==> src/rtl/dff_bist_driver_if.sv <==
// Signal bundle between the flip-flop BIST driver and its environment.
// master = the BIST driver, slave = the flop under test plus the controller issuing start.
interface dff_bist_driver_if;
  logic       start;
  logic       dut_q;
  logic       dut_d;
  logic       dut_rst;
  logic       dut_rst_n;
  logic       busy;
  logic       done;
  logic       pass;
  logic [7:0] err_cnt;
  logic [7:0] fail_idx;

  modport master (
    input  start, dut_q,
    output dut_d, dut_rst, dut_rst_n, busy, done, pass, err_cnt, fail_idx
  );

  modport slave (
    output start, dut_q,
    input  dut_d, dut_rst, dut_rst_n, busy, done, pass, err_cnt, fail_idx
  );
endinterface

==> src/rtl/dff_bist_driver.sv <==
// Self-test engine for D flops with sync active-high reset and async active-low clear:
// LFSR-driven stimulus, cycle-accurate golden q model, pass/fail and first-failure capture.
module dff_bist_driver #(
  parameter int         N_VEC        = 64,
  parameter logic [7:0] SEED         = 8'hA5,
  parameter bit         STOP_ON_FAIL = 1'b1
) (
  input  logic             clk,
  input  logic             rst,
  dff_bist_driver_if.master bus
);

  // A zero seed would lock the LFSR at zero forever.
  localparam logic [7:0] SEED_EFF = (SEED == 8'h00) ? 8'h01 : SEED;
  localparam logic [7:0] LAST_IDX = 8'(N_VEC - 1);

  typedef enum logic [2:0] {
    S_IDLE,
    S_PRIME,
    S_DRIVE,
    S_CHECK,
    S_DONE
  } state_t;

  state_t     state, state_nx;
  logic [7:0] idx, idx_nx;
  logic [7:0] lfsr, lfsr_nx, lfsr_adv;
  logic       exp_q, exp_q_nx;
  logic       d_r, d_nx;
  logic       rst_r, rst_nx;
  logic       rst_n_r, rst_n_nx;
  logic       busy_r, busy_nx;
  logic       done_r, done_nx;
  logic       pass_r, pass_nx;
  logic [7:0] err_r, err_nx;
  logic [7:0] fidx_r, fidx_nx;
  logic       mismatch;

  function automatic logic [7:0] lfsr_step(input logic [7:0] l);
    return {l[6:0], l[7] ^ l[5] ^ l[4] ^ l[3]};
  endfunction

  assign lfsr_adv = lfsr_step(lfsr);

  always_comb begin
    // NOTE: every variable gets a default before the case so no path leaves it unassigned (no latches).
    state_nx = state;
    idx_nx   = idx;
    lfsr_nx  = lfsr;
    exp_q_nx = exp_q;
    d_nx     = d_r;
    rst_nx   = rst_r;
    rst_n_nx = rst_n_r;
    busy_nx  = busy_r;
    done_nx  = 1'b0;
    pass_nx  = pass_r;
    err_nx   = err_r;
    fidx_nx  = fidx_r;
    mismatch = 1'b0;

    case (state)
      S_IDLE: begin
        d_nx     = 1'b0;
        rst_nx   = 1'b0;
        rst_n_nx = 1'b1;
        if (bus.start) begin
          err_nx   = 8'h00;
          fidx_nx  = 8'hFF;
          pass_nx  = 1'b0;
          lfsr_nx  = SEED_EFF;
          idx_nx   = 8'h00;
          busy_nx  = 1'b1;
          rst_n_nx = 1'b0;
          state_nx = S_PRIME;
        end
      end

      S_PRIME: begin
        exp_q_nx = 1'b0;
        d_nx     = lfsr[0];
        rst_nx   = lfsr[2] & lfsr[1];
        rst_n_nx = ~(lfsr[5] & lfsr[4] & lfsr[3]);
        state_nx = S_DRIVE;
      end

      // The flop samples this vector at the edge leaving DRIVE; the model tracks the same edge.
      S_DRIVE: begin
        exp_q_nx = rst_n_r & ~rst_r & d_r;
        state_nx = S_CHECK;
      end

      S_CHECK: begin
        mismatch = (bus.dut_q != exp_q);
        if (mismatch) begin
          if (err_r != 8'hFF) err_nx = err_r + 8'd1;
          if (fidx_r == 8'hFF) fidx_nx = idx;
        end
        if ((mismatch && STOP_ON_FAIL) || (idx == LAST_IDX)) begin
          busy_nx  = 1'b0;
          done_nx  = 1'b1;
          pass_nx  = (err_nx == 8'h00);
          d_nx     = 1'b0;
          rst_nx   = 1'b0;
          rst_n_nx = 1'b1;
          state_nx = S_DONE;
        end else begin
          lfsr_nx  = lfsr_adv;
          idx_nx   = idx + 8'd1;
          d_nx     = lfsr_adv[0];
          rst_nx   = lfsr_adv[2] & lfsr_adv[1];
          rst_n_nx = ~(lfsr_adv[5] & lfsr_adv[4] & lfsr_adv[3]);
          state_nx = S_DRIVE;
        end
      end

      S_DONE: begin
        state_nx = S_IDLE;
      end

      default: begin
        state_nx = S_IDLE;
      end
    endcase
  end

  // NOTE: sequential state uses non-blocking assignments so every register samples pre-edge values.
  always_ff @(posedge clk) begin
    if (rst) begin
      state   <= S_IDLE;
      idx     <= 8'h00;
      lfsr    <= SEED_EFF;
      exp_q   <= 1'b0;
      d_r     <= 1'b0;
      rst_r   <= 1'b0;
      rst_n_r <= 1'b1;
      busy_r  <= 1'b0;
      done_r  <= 1'b0;
      pass_r  <= 1'b0;
      err_r   <= 8'h00;
      fidx_r  <= 8'hFF;
    end else begin
      state   <= state_nx;
      idx     <= idx_nx;
      lfsr    <= lfsr_nx;
      exp_q   <= exp_q_nx;
      d_r     <= d_nx;
      rst_r   <= rst_nx;
      rst_n_r <= rst_n_nx;
      busy_r  <= busy_nx;
      done_r  <= done_nx;
      pass_r  <= pass_nx;
      err_r   <= err_nx;
      fidx_r  <= fidx_nx;
    end
  end

  assign bus.dut_d     = d_r;
  assign bus.dut_rst   = rst_r;
  assign bus.dut_rst_n = rst_n_r;
  assign bus.busy      = busy_r;
  assign bus.done      = done_r;
  assign bus.pass      = pass_r;
  assign bus.err_cnt   = err_r;
  assign bus.fail_idx  = fidx_r;

endmodule
==> src/flat_wrapper.sv <==
// flat-port wrapper written by rule: the top's interface ports become plain ports
module dff_bist_driver_flat 
#(
  parameter int         N_VEC        = 64,
  parameter logic [7:0] SEED         = 8'hA5,
  parameter bit         STOP_ON_FAIL = 1'b1
)
  (clk, rst, bus_start, bus_dut_q, bus_dut_d, bus_dut_rst, bus_dut_rst_n, bus_busy, bus_done, bus_pass, bus_err_cnt, bus_fail_idx);
  dff_bist_driver_if bus_i ();
  input  logic clk;
  input  logic rst;
  input wire logic [$bits(bus_i.start)-1:0] bus_start;
  input wire logic [$bits(bus_i.dut_q)-1:0] bus_dut_q;
  output wire logic [$bits(bus_i.dut_d)-1:0] bus_dut_d;
  output wire logic [$bits(bus_i.dut_rst)-1:0] bus_dut_rst;
  output wire logic [$bits(bus_i.dut_rst_n)-1:0] bus_dut_rst_n;
  output wire logic [$bits(bus_i.busy)-1:0] bus_busy;
  output wire logic [$bits(bus_i.done)-1:0] bus_done;
  output wire logic [$bits(bus_i.pass)-1:0] bus_pass;
  output wire logic [$bits(bus_i.err_cnt)-1:0] bus_err_cnt;
  output wire logic [$bits(bus_i.fail_idx)-1:0] bus_fail_idx;
  assign bus_i.start = bus_start;
  assign bus_i.dut_q = bus_dut_q;
  assign bus_dut_d = bus_i.dut_d;
  assign bus_dut_rst = bus_i.dut_rst;
  assign bus_dut_rst_n = bus_i.dut_rst_n;
  assign bus_busy = bus_i.busy;
  assign bus_done = bus_i.done;
  assign bus_pass = bus_i.pass;
  assign bus_err_cnt = bus_i.err_cnt;
  assign bus_fail_idx = bus_i.fail_idx;
  dff_bist_driver #(.N_VEC(N_VEC), .SEED(SEED), .STOP_ON_FAIL(STOP_ON_FAIL)) u_core (.clk(clk), .rst(rst), .bus(bus_i));
endmodule
==> config.mk <==
export PLATFORM = sky130hd
export DESIGN_NAME = dff_bist_driver_flat
export DESIGN_NICKNAME = d
export VERILOG_FILES = /design/src/rtl/dff_bist_driver_if.sv /design/src/rtl/dff_bist_driver.sv /design/src/flat_wrapper.sv
export SDC_FILE = /design/constraint.sdc
export NUM_CORES = 1
export LEC_CHECK = 0
export CAP_MARGIN = 10
export CORE_MARGIN = 4
export CORE_UTILIZATION = 45
export CTS_CLUSTER_DIAMETER = 60
export DETAILED_ROUTE_END_ITERATION = 12
export GPL_ROUTABILITY_DRIVEN = 1
export GPL_TIMING_DRIVEN = 0
export PLACE_DENSITY = 0.7
export SKIP_LAST_GASP = 1
export SLEW_MARGIN = 20
export SYNTH_ARGS = -nofsm -noshare
export SYNTH_HDL_FRONTEND = slang
export SYNTH_SLANG_ARGS = --single-unit
==> constraint.sdc <==
create_clock -name clk -period 1.65 [get_ports clk]
set_input_delay 0.33 -clock clk [delete_from_list [all_inputs] [get_ports clk]]
set_output_delay 0.33 -clock clk [all_outputs]
set_load 0.03 [all_outputs]
==> impl_metrics.toml <==
[run_status]
status = "complete, but fails checks"
failed_checks = "negative setup slack"

[die]
io_pins = 26
die_h_um = 74.2
core_area_um2 = 4120
rows = 23
dieArea_um2 = 5510
start_util_pct = 47.9
fp.dieW_um = 74.2

[clock_tree]
clkTransAtPathRegs_ns = 0.09
cts_sinks = 42
hold_buffers = 0
cts_buffers = 5
h-tree-depth = 2
clk_path_buf_depth = 2
cts_tree = "done"
clock_latency_ns = 0.30
ctsRootBufferMaster = "clkbuf_8"

[logic_synthesis]
syn_inst = 233
synth_top_area_share_pct = 42.6
seq_area_frac_synth_pct = 42.6
synth_top_cell_by_area = "dfxtp_1"
synth_commonest_cells = "dfxtp_1 (42), nor2_1 (29), nand2_1 (21)"
synth_fp_nets = 239
synth_seq_cells = 42
synth_edf_count = 0
postSynthAreaPerCell_um2 = 8.47
async_flop_share_pct = 0
synth_cell_type_count = 49
yosys_warnings = 0
synth.most_common_cell = "dfxtp_1"
ys.flop_type = "dfxtp_1"
syn_area_um2 = 1970
synth.area.top_cells = "dfxtp_1 (43%), nor2_1 (5.5%), nand2_1 (4.0%)"

[global_routing]
grt_antenna_before_repair = 0
grt-ovfl-total = 0
grt_pass1_vias = 1813
grtUsageTotal_pct = 19.8
grt_pass1_wl_mm = 8.49
grt_max_degree = 14

[worst_setup_path]
end_kind = "register"
start_kind = "register"
crit_required_ns = 1.89
path_max_fanout = 5
slowest_stage = "or4_4"
path_class = "reg2reg"
max_stage_delay_ns = 0.49
crit_arrival_ns = 2.02
crit_chain = "or3b_4, a21oi_4, o21ai_4, or4_4, a21oi_2"

[sta]
period_needed_ns = 1.79
relSlewSlack_pct = 55.7
setup_slack_ns = -0.137
drv_slew = 0
fin_crit_sh_pct = 108
clock-skew-final_ns = 0.00969
setup_viol = 17
tightest_slew_ns = 0.662
hold_violations = 0
rsz0062_at_grt = "yes"
max_freq_mhz = 560
tns_ns = -0.899

[placed_design]
dpl.hpwl_mm = 3.47
routabilityCongestion = 0.897
port_buffers = 25

[routing]
drtPass1Iterations = 4
vias = 1921
first_iter_violations = 87
ant_nets = 0
viasPerCell = 5.95
drc = 0
drt-total-wl_mm = 5.15
avgRoutedWirePerCell_um = 15.9

[finish]
nFillCells = 357
synthToLayoutAreaGrowth_pct = 35.0
final_layout_size_suffix_gt1_share_pct = 25.3
antenna_cells = 0
final_nets = 278

[job]
maxCapViolCount = 0

[min_path]
hold_path_class = "in2reg"

[power_and_ir_drop]
report.power.total_mw = 2.22
power.static_leakage_nw = 1.03
ir_drop_mv = 0.560
power.density_nw_per_um2 = 834
## final cells by class
cell class | count | area [um2] | area share (%)
multi-input combinational | 175 | 1270 | 47.8
timing repair buffer | 34 | 302 | 11.3
clock buffer | 5 | 68.8 | 2.58
sequential | 42 | 853 | 32.0
clock inverter | 3 | 40.0 | 1.50
buffer | 8 | 42.5 | 1.60
tap | 50 | 62.6 | 2.35
inverter | 6 | 22.5 | 0.845
## power breakdown
group          internal [mW]  switching [mW]  total (mW)  leakage (nW)
logic                  0.133           0.208       0.341         0.623
registers               1.04          0.0274        1.07         0.345
clock network          0.446           0.366       0.812        0.0579
total                   1.62           0.602        2.22          1.03
## worst paths after layout
check | startpoint | to | slack [ns] | cells after the start
max | u_core.state[0]$_SDFFE_PP0P_ | u_core.idx[5]$_SDFFE_PP0P_ | -0.14 | 5
min | bus_start | u_core.state[0]$_SDFFE_PP0P_ | 0.46 | 3
max reg2reg | u_core.state[0]$_SDFFE_PP0P_ | u_core.idx[5]$_SDFFE_PP0P_ | -0.14 | 5
min reg2reg | u_core.bus.fail_idx[3]$_SDFFE_PP1P_ | u_core.bus.fail_idx[3]$_SDFFE_PP1P_ | 0.49 | 2
## cell families (layout without fill, tap and decap cells)
| logic type | after synthesis | count (layout) | share of synthesized area (%) |
|---|---|---|---|
| and+or+nand+nor | 101 | 101 | 25.5 |
| muxes | 1 | 1 | 0.571 |
| xor gates and xnor gates | 8 | 8 | 3.55 |
| DFF | 42 | 42 | 42.6 |
| adders and majority gates | 2 | 2 | 1.27 |
| buffers and inverters | 16 | 56 | 3.11 |
| AOI/OAI and AO/OA | 63 | 63 | 23.4 |
## through the flow
step	util (%)	instances	hold WS, ns	worst slack (ns)	instance area (um2)
5_1_grt	64.7	323	0.458	-0.195	2660
4_1_cts	60.6	320	0.444	-0.132	2490
2_1_floorplan	-	233	0.451	-0.0653	1980
3_5_place_dp	55.8	308	0.486	-0.839	2290
3_3_place_gp	55.8	308	0.472	-0.820	2290
6_report	64.7	323	0.457	-0.137	2660
## cells in the final DEF (no fill, tap or decap), types with 3 or more instances in the layout
cell type       Yosys  layout
a21oi_1            11       9
a22oi_2             0       3
a31oi_1             5       4
buf_4               0       8
clkbuf_1            9       3
clkbuf_2            0       4
clkbuf_8            0       5
dfxtp_1            42      34
dfxtp_2             0       7
dlygate4sd2_1       0      22
dlymetal6s2s_1      0       3
inv_1               6       6
nand2_1            21      18
nand2b_1            9       9
nand3_1            13      10
nand3b_1            4       4
nand4_1             3       3
nor2_1             29      27
nor3_1              4       3
nor4_1              3       3
o211ai_1            5       5
o21ai_0             4       3
o22ai_1             5       4
o31ai_1             4       4
or4_1               4       3
xnor2_1             4       3
xor2_1              4       3
## state kept, by name, indices dropped and copies added, names as in the netlist
register              cells
u_core.bus.busy           1
u_core.bus.done           1
u_core.bus.dut_d          1
u_core.bus.dut_rst        1
u_core.bus.dut_rst_n      1
u_core.bus.err_cnt        8
u_core.bus.fail_idx       8
u_core.bus.pass           1
u_core.exp_q              1
u_core.idx                8
u_core.lfsr               8
u_core.state              3
## per-layer routing
layer / routed length, um / share of wire (%) / global-route usage [%]
met1: 2280 / 44 / 24.9
met2: 2480 / 48 / 32.1
met3: 321 / 6.2 / 5.68
met4: 71 / 1.4 / 7.71
met5: 0 / 0 / 0
## timing repair
action	4_1_cts	5_1_grt
buffers inserted	6	3
pin swaps	3	10
resized for setup	39	39
endpoints found under the setup margin	57	37
## worst max-delay path, delay by kind of cell (launching register included)
family,cells,cell delay (ns)
simple gates,2,0.92
compound gates,3,0.44
flops,1,0.35
Note: power is estimated with default switching activity, not from simulation.
